==> config.mk <==
export PLATFORM = sky130hd
export DESIGN_NAME = dx_operand_stage
export DESIGN_NICKNAME = d
export VERILOG_FILES = /design/src/rtl/dx_operand_stage.sv
export SDC_FILE = /design/constraint.sdc
export NUM_CORES = 1
export LEC_CHECK = 0
export BUFFER_PORTS_ARGS = -buffer_cell sky130_fd_sc_hd__buf_2
export CORE_AREA = 3 3 168 170
export DETAILED_ROUTE_END_ITERATION = 16
export DIE_AREA = 0 0 171 173
export MAX_ROUTING_LAYER = met4
export PLACE_DENSITY = 0.74
export SYNTH_ARGS = -nofsm -noshare
export SYNTH_HDL_FRONTEND = slang
export SYNTH_SLANG_ARGS = --single-unit
==> constraint.sdc <==
create_clock -name clock -period 4.6 [get_ports clock]
set_input_delay 1.15 -clock clock [delete_from_list [all_inputs] [get_ports clock]]
set_output_delay 1.15 -clock clock [all_outputs]
set_load 0.01 [all_outputs]
==> src/rtl/dx_operand_stage.sv <==
// Decode/operand stage feeding the ALU: decodes the instruction, forwards from X/M/W,
// inserts a single bubble on load-use (or on any X dependence when X forwarding is off).
module dx_operand_stage #(
  parameter bit XFWD_EN = 1'b1
) (
  input  logic        clock,
  input  logic        reset,
  input  logic        in_valid,
  output logic        in_ready,
  input  logic [31:0] in_insn,
  input  logic [31:0] in_pc,
  output logic [4:0]  rf_addr_a,
  output logic [4:0]  rf_addr_b,
  input  logic [31:0] rf_data_a,
  input  logic [31:0] rf_data_b,
  input  logic [31:0] x_result,
  input  logic        m_wr_en,
  input  logic [4:0]  m_rd,
  input  logic [31:0] m_data,
  input  logic        w_wr_en,
  input  logic [4:0]  w_rd,
  input  logic [31:0] w_data,
  input  logic        flush,
  output logic        out_valid,
  input  logic        out_ready,
  output logic [31:0] alu_opA,
  output logic [31:0] alu_opB,
  output logic [4:0]  alu_opcode,
  output logic [4:0]  alu_shamt,
  output logic [4:0]  out_rd,
  output logic        out_wr_en,
  output logic        out_is_load,
  output logic        out_is_store,
  output logic        out_is_branch,
  output logic [31:0] out_store_data,
  output logic [31:0] out_insn,
  output logic [31:0] out_pc
);

  localparam logic [4:0] OP_RTYPE = 5'b00000;
  localparam logic [4:0] OP_ADDI  = 5'b00101;
  localparam logic [4:0] OP_LW    = 5'b01000;
  localparam logic [4:0] OP_SW    = 5'b00111;
  localparam logic [4:0] OP_BNE   = 5'b00010;
  localparam logic [4:0] OP_BLT   = 5'b00110;

  logic [4:0]  f_op, f_rd, f_rs, f_rt, f_sh, f_aop;
  logic [31:0] imm_sext;

  assign f_op     = in_insn[31:27];
  assign f_rd     = in_insn[26:22];
  assign f_rs     = in_insn[21:17];
  assign f_rt     = in_insn[16:12];
  assign f_sh     = in_insn[11:7];
  assign f_aop    = in_insn[6:2];
  assign imm_sext = {{15{in_insn[16]}}, in_insn[16:0]};

  logic        use_a, use_b, dec_imm, dec_wr, dec_ld, dec_st, dec_br;
  logic [4:0]  src_a, src_b, dec_opc, dec_sh;

  always_comb begin
    use_a   = 1'b0;
    use_b   = 1'b0;
    src_a   = f_rs;
    src_b   = f_rt;
    dec_imm = 1'b0;
    dec_opc = 5'd0;
    dec_sh  = 5'd0;
    dec_wr  = 1'b0;
    dec_ld  = 1'b0;
    dec_st  = 1'b0;
    dec_br  = 1'b0;
    case (f_op)
      OP_RTYPE: begin
        use_a = 1'b1; use_b = 1'b1;
        dec_opc = f_aop; dec_sh = f_sh; dec_wr = 1'b1;
      end
      OP_ADDI, OP_LW: begin
        use_a = 1'b1; dec_imm = 1'b1; dec_wr = 1'b1;
        dec_ld = (f_op == OP_LW);
      end
      OP_SW: begin
        use_a = 1'b1; use_b = 1'b1; src_b = f_rd;
        dec_imm = 1'b1; dec_st = 1'b1;
      end
      OP_BNE, OP_BLT: begin
        use_a = 1'b1; use_b = 1'b1; src_a = f_rd; src_b = f_rs;
        dec_opc = 5'd1; dec_br = 1'b1;
      end
      default: ;
    endcase
  end

  assign rf_addr_a = src_a;
  assign rf_addr_b = src_b;

  logic        valid_q, wr_q, ld_q, st_q, br_q;
  logic [31:0] opa_q, opb_q, sd_q, insn_q, pc_q;
  logic [4:0]  opc_q, sh_q, rd_q;

  // X can only supply a value once the ALU has produced it, so loads in X never forward.
  logic x_fwd_ok;
  assign x_fwd_ok = XFWD_EN && valid_q && wr_q && !ld_q;

  function automatic logic [31:0] resolve(input logic [4:0] s, input logic [31:0] rf);
    if (s == 5'd0)                      return 32'd0;
    else if (x_fwd_ok && rd_q == s)     return x_result;
    else if (m_wr_en && m_rd == s)      return m_data;
    else if (w_wr_en && w_rd == s)      return w_data;
    else                                return rf;
  endfunction

  logic [31:0] fwd_a, fwd_b, nxt_opa, nxt_opb;
  assign fwd_a   = resolve(src_a, rf_data_a);
  assign fwd_b   = resolve(src_b, rf_data_b);
  assign nxt_opa = use_a ? fwd_a : 32'd0;
  assign nxt_opb = dec_imm ? imm_sext : (use_b ? fwd_b : 32'd0);

  logic dep_a, dep_b, hazard, load_en;
  assign dep_a   = use_a && src_a != 5'd0 && src_a == rd_q;
  assign dep_b   = use_b && src_b != 5'd0 && src_b == rd_q;
  assign hazard  = in_valid && valid_q && wr_q && (ld_q || !XFWD_EN) && (dep_a || dep_b);
  assign load_en = !valid_q || out_ready;
  assign in_ready = !flush && load_en && !hazard;

  always_ff @(posedge clock) begin
    if (reset) begin
      valid_q <= 1'b0;
      opa_q   <= 32'd0;
      opb_q   <= 32'd0;
      opc_q   <= 5'd0;
      sh_q    <= 5'd0;
      rd_q    <= 5'd0;
      wr_q    <= 1'b0;
      ld_q    <= 1'b0;
      st_q    <= 1'b0;
      br_q    <= 1'b0;
      sd_q    <= 32'd0;
      insn_q  <= 32'd0;
      pc_q    <= 32'd0;
    end else if (flush) begin
      valid_q <= 1'b0;
    end else if (load_en) begin
      // A bubble only clears valid; the stale fields are never observed.
      valid_q <= in_valid && !hazard;
      if (in_valid && !hazard) begin
        opa_q  <= nxt_opa;
        opb_q  <= nxt_opb;
        opc_q  <= dec_opc;
        sh_q   <= dec_sh;
        rd_q   <= f_rd;
        wr_q   <= dec_wr;
        ld_q   <= dec_ld;
        st_q   <= dec_st;
        br_q   <= dec_br;
        sd_q   <= dec_st ? fwd_b : 32'd0;
        insn_q <= in_insn;
        pc_q   <= in_pc;
      end
    end
  end

  assign out_valid      = valid_q;
  assign alu_opA        = opa_q;
  assign alu_opB        = opb_q;
  assign alu_opcode     = opc_q;
  assign alu_shamt      = sh_q;
  assign out_rd         = rd_q;
  assign out_wr_en      = wr_q;
  assign out_is_load    = ld_q;
  assign out_is_store   = st_q;
  assign out_is_branch  = br_q;
  assign out_store_data = sd_q;
  assign out_insn       = insn_q;
  assign out_pc         = pc_q;

endmodule

==> impl_metrics.json <==
{
  "finalSetupViolCount": 0,
  "yosys-mux-area-fraction_pct": 4.029,
  "die_area_mm2": 0.02958,
  "grt.total_usage_pct": 27.36,
  "vias": 11160,
  "syn_inst": 1198,
  "drcViolationCount": 0,
  "status": "finished clean",
  "die_w_um": 171,
  "fill_cells": 2692,
  "globalRouteOverflowTotal": 0,
  "clkLatencyLatePin_ns": 0.42,
  "min_period_ns": 4.551,
  "grt_pass1_wl_um": 61940,
  "reg2regPathDepth": 8,
  "synth_area_mm2": 0.009502,
  "p_leak_uw": 0.005586,
  "clk_pin_slew_ns": 0.08,
  "syn2layout_area_growth_pct": 34.57,
  "die_h_um": 173,
  "routed_via_density": 5.736,
  "synth-main-ff-cell": "dfxtp_1",
  "whs_ns": 0.4484,
  "syn_avg_cell_area_um2": 7.931,
  "required_ns": 3.45,
  "synthesis.nets": 1439,
  "crit_fanout": 8,
  "end_kind": "output port",
  "rows": 60,
  "min_path_type": "reg2reg",
  "drive_above_1_share_pct": 34.98,
  "port_buffers": 431,
  "finClkSkew_ns": 0.01799,
  "hold_viol": 0,
  "fmax_ghz": 0.2197,
  "utilization_pct": 47.57,
  "hold_end": "out_store_data[3]",
  "synth_compound_area_share_pct": 26.52,
  "min_from": "out_store_data[3]",
  "p_per_area_mw_per_mm2": 300.4,
  "first_pass_iters": 5,
  "gp_congestion": 0.9139,
  "relSlewSlack_pct": 38.02,
  "synth-simple-area-share_pct": 25.01,
  "htreeDepth": 4,
  "r2r-start": "out_insn[23]",
  "ant_nets": 0,
  "wire_per_inst_um": 21.09,
  "yosys-top-cells-area": "dfxtp_1 37%, nand2_1 9.4%, a21oi_1 6.3%",
  "period_share_pct": 98.94,
  "crit_type": "in2out",
  "setup_tns_ns": 0,
  "crit_path_start_kind": "input pin",
  "layout_common_cells": "429 x buf_2, 238 x nand2_1, 175 x dfxtp_1",
  "r2r_setup_slack_ns": 1.58,
  "fin_nets": 1829,
  "min_path_cells": 2,
  "synthArstFlopShare_pct": 0,
  "slew_violations": 0,
  "max-vdd-ir-drop_mv": 0.2094,
  "grt_start_max_net_pins": 110,
  "fp.coreArea_mm2": 0.02688,
  "synthXorXnorAreaFrac_pct": 1.659,
  "arrival_ns": 3.40,
  "synth-adder-area-share_pct": 0,
  "synth_top_family_by_area": "compound AO/OA/AOI/OAI gates",
  "yosysWarnings": 0,
  "io_pins": 432,
  "synth-seq-cells": 175,
  "synth.largest_area_cell": "dfxtp_1",
  "grt_pass1_vias": 10820,
  "yosysUniqueCellTypes": 68,
  "synth_edf_count": 0,
  "cts_tree": "done",
  "rr_endpoint": "alu_opA[8]",
  "initial_utilization_pct": 35.35,
  "seq_area_frac_synth_pct": 36.87,
  "maxCapViolCount": 0,
  "final_common_cell": "buf_2",
  "synth_top_area_share_pct": 36.87,
  "wl_um": 41040,
  "clockBufferDepth": 2,
  "max_slew.worst_pin.slew_ns": 0.9297,
  "antenna_found_initial": 4,
  "drt_iter0_drc": 1061,
  "cts_root_buffer": "clkbuf_16",
  "cts_buffers": 17,
  "clkSinkCount": 175,
  "place_hpwl_um": 29850
}
## layout make-up
type | instances | area [um2] | share of cell area [%]
repair buffers | 482 | 2645 | 20.69
inverters | 7 | 26.28 | 0.2055
multi-input cells | 905 | 5532 | 43.26
clock inverters | 15 | 217.7 | 1.703
flip-flops and latches | 175 | 3503 | 27.40
clock buffers | 17 | 425.4 | 3.327
diodes | 4 | 10.01 | 0.07829
well taps | 341 | 426.7 | 3.337
## critical path: stages
cell and delay [ns]:
buf_2 0.14, and2_1 0.24, a32oi_2 0.39, nand2_1 0.14, or4_4 0.53, o21ai_1 0.15
nor4b_1 0.07, o21ba_2 0.23, nor3_1 0.19, buf_2 0.16
## report_power, final
group	switching [uW]	total, uW	internal, uW
clock	808	1580	768
sequential	29.1	1590	1560
combinational	402	674	272
total	1240	3840	2600
## sequential cells by signal, indices dropped and copies added (netlist names)
| name | flops |
|---|---|
| alu_opcode | 5 |
| alu_shamt | 5 |
| alu_opB | 32 |
| out_is_load | 1 |
| out_store_data | 32 |
| out_pc | 32 |
| out_is_branch | 1 |
| out_wr_en | 1 |
| out_insn | 32 |
| out_valid | 1 |
| out_is_store | 1 |
| alu_opA | 32 |
## logic make-up after synthesis
kind of cell / count (synthesis)
buffers and inverters: 118
and+or+nand+nor: 508
DFF: 175
AOI/OAI and AO/OA: 341
xor gates and xnor gates: 18
muxes: 38
## through the flow
step | instances | total power (uW) | cell area [um2] | worst slack, ns
2_1_floorplan | 1198 | 1961 | 9502 | 0.06003
3_3_place_gp | 1910 | 2278 | 12120 | 0.08090
3_5_place_dp | 1910 | 2292 | 12120 | 0.03694
4_1_cts | 1942 | 3860 | 12760 | 0.03273
5_1_grt | 1946 | 3990 | 12790 | -0.001858
6_report | 1946 | 3841 | 12790 | 0.04878
## worst max-delay path by stage
stage | start | to | slack [ns] | cells past startpoint
after detailed placement | in_insn[29] | in_ready | 0.04 | 10
after global routing | in_insn[29] | in_ready | -0.002 | 10
after floorplan | in_insn[30] | in_ready | 0.06 | 9
final | in_insn[29] | in_ready | 0.05 | 10
after global placement | in_insn[31] | in_ready | 0.08 | 10
after CTS | in_insn[31] | in_ready | 0.03 | 10
## cell usage after synthesis, drive strengths merged, types with 6 or more instances
cell type,n
nor4,6
xnor2,14
clkbuf,57
a21boi,10
o31a,7
a21oi,121
o22ai,10
a211oi,11
inv,7
a22o,25
nand3,20
a221oi,41
dfxtp,175
a221o,32
or4,30
a31oi,9
nor3,8
nand2,239
and3,6
a311oi,16
o31ai,25
buf,54
o21ai,18
and2,35
nor2,134
mux2i,36
## what timing repair did
action / 4_1_cts / 5_1_grt
setup buffers: 0 / 0
gates resized for setup: 0 / 4
setup endpoints to repair: 0 / 1
hold buffers: 0 / 0
## layer usage
layer	vias to the layer above	global-route usage, %	share of wire [%]
met2	639	43.41	47
li1	5125	-	-
met5	-	-	0
met4	0	10.97	3.6
met3	102	4.230	8.5
met1	5297	34.88	41
Note: power is estimated with default switching activity, not from simulation.
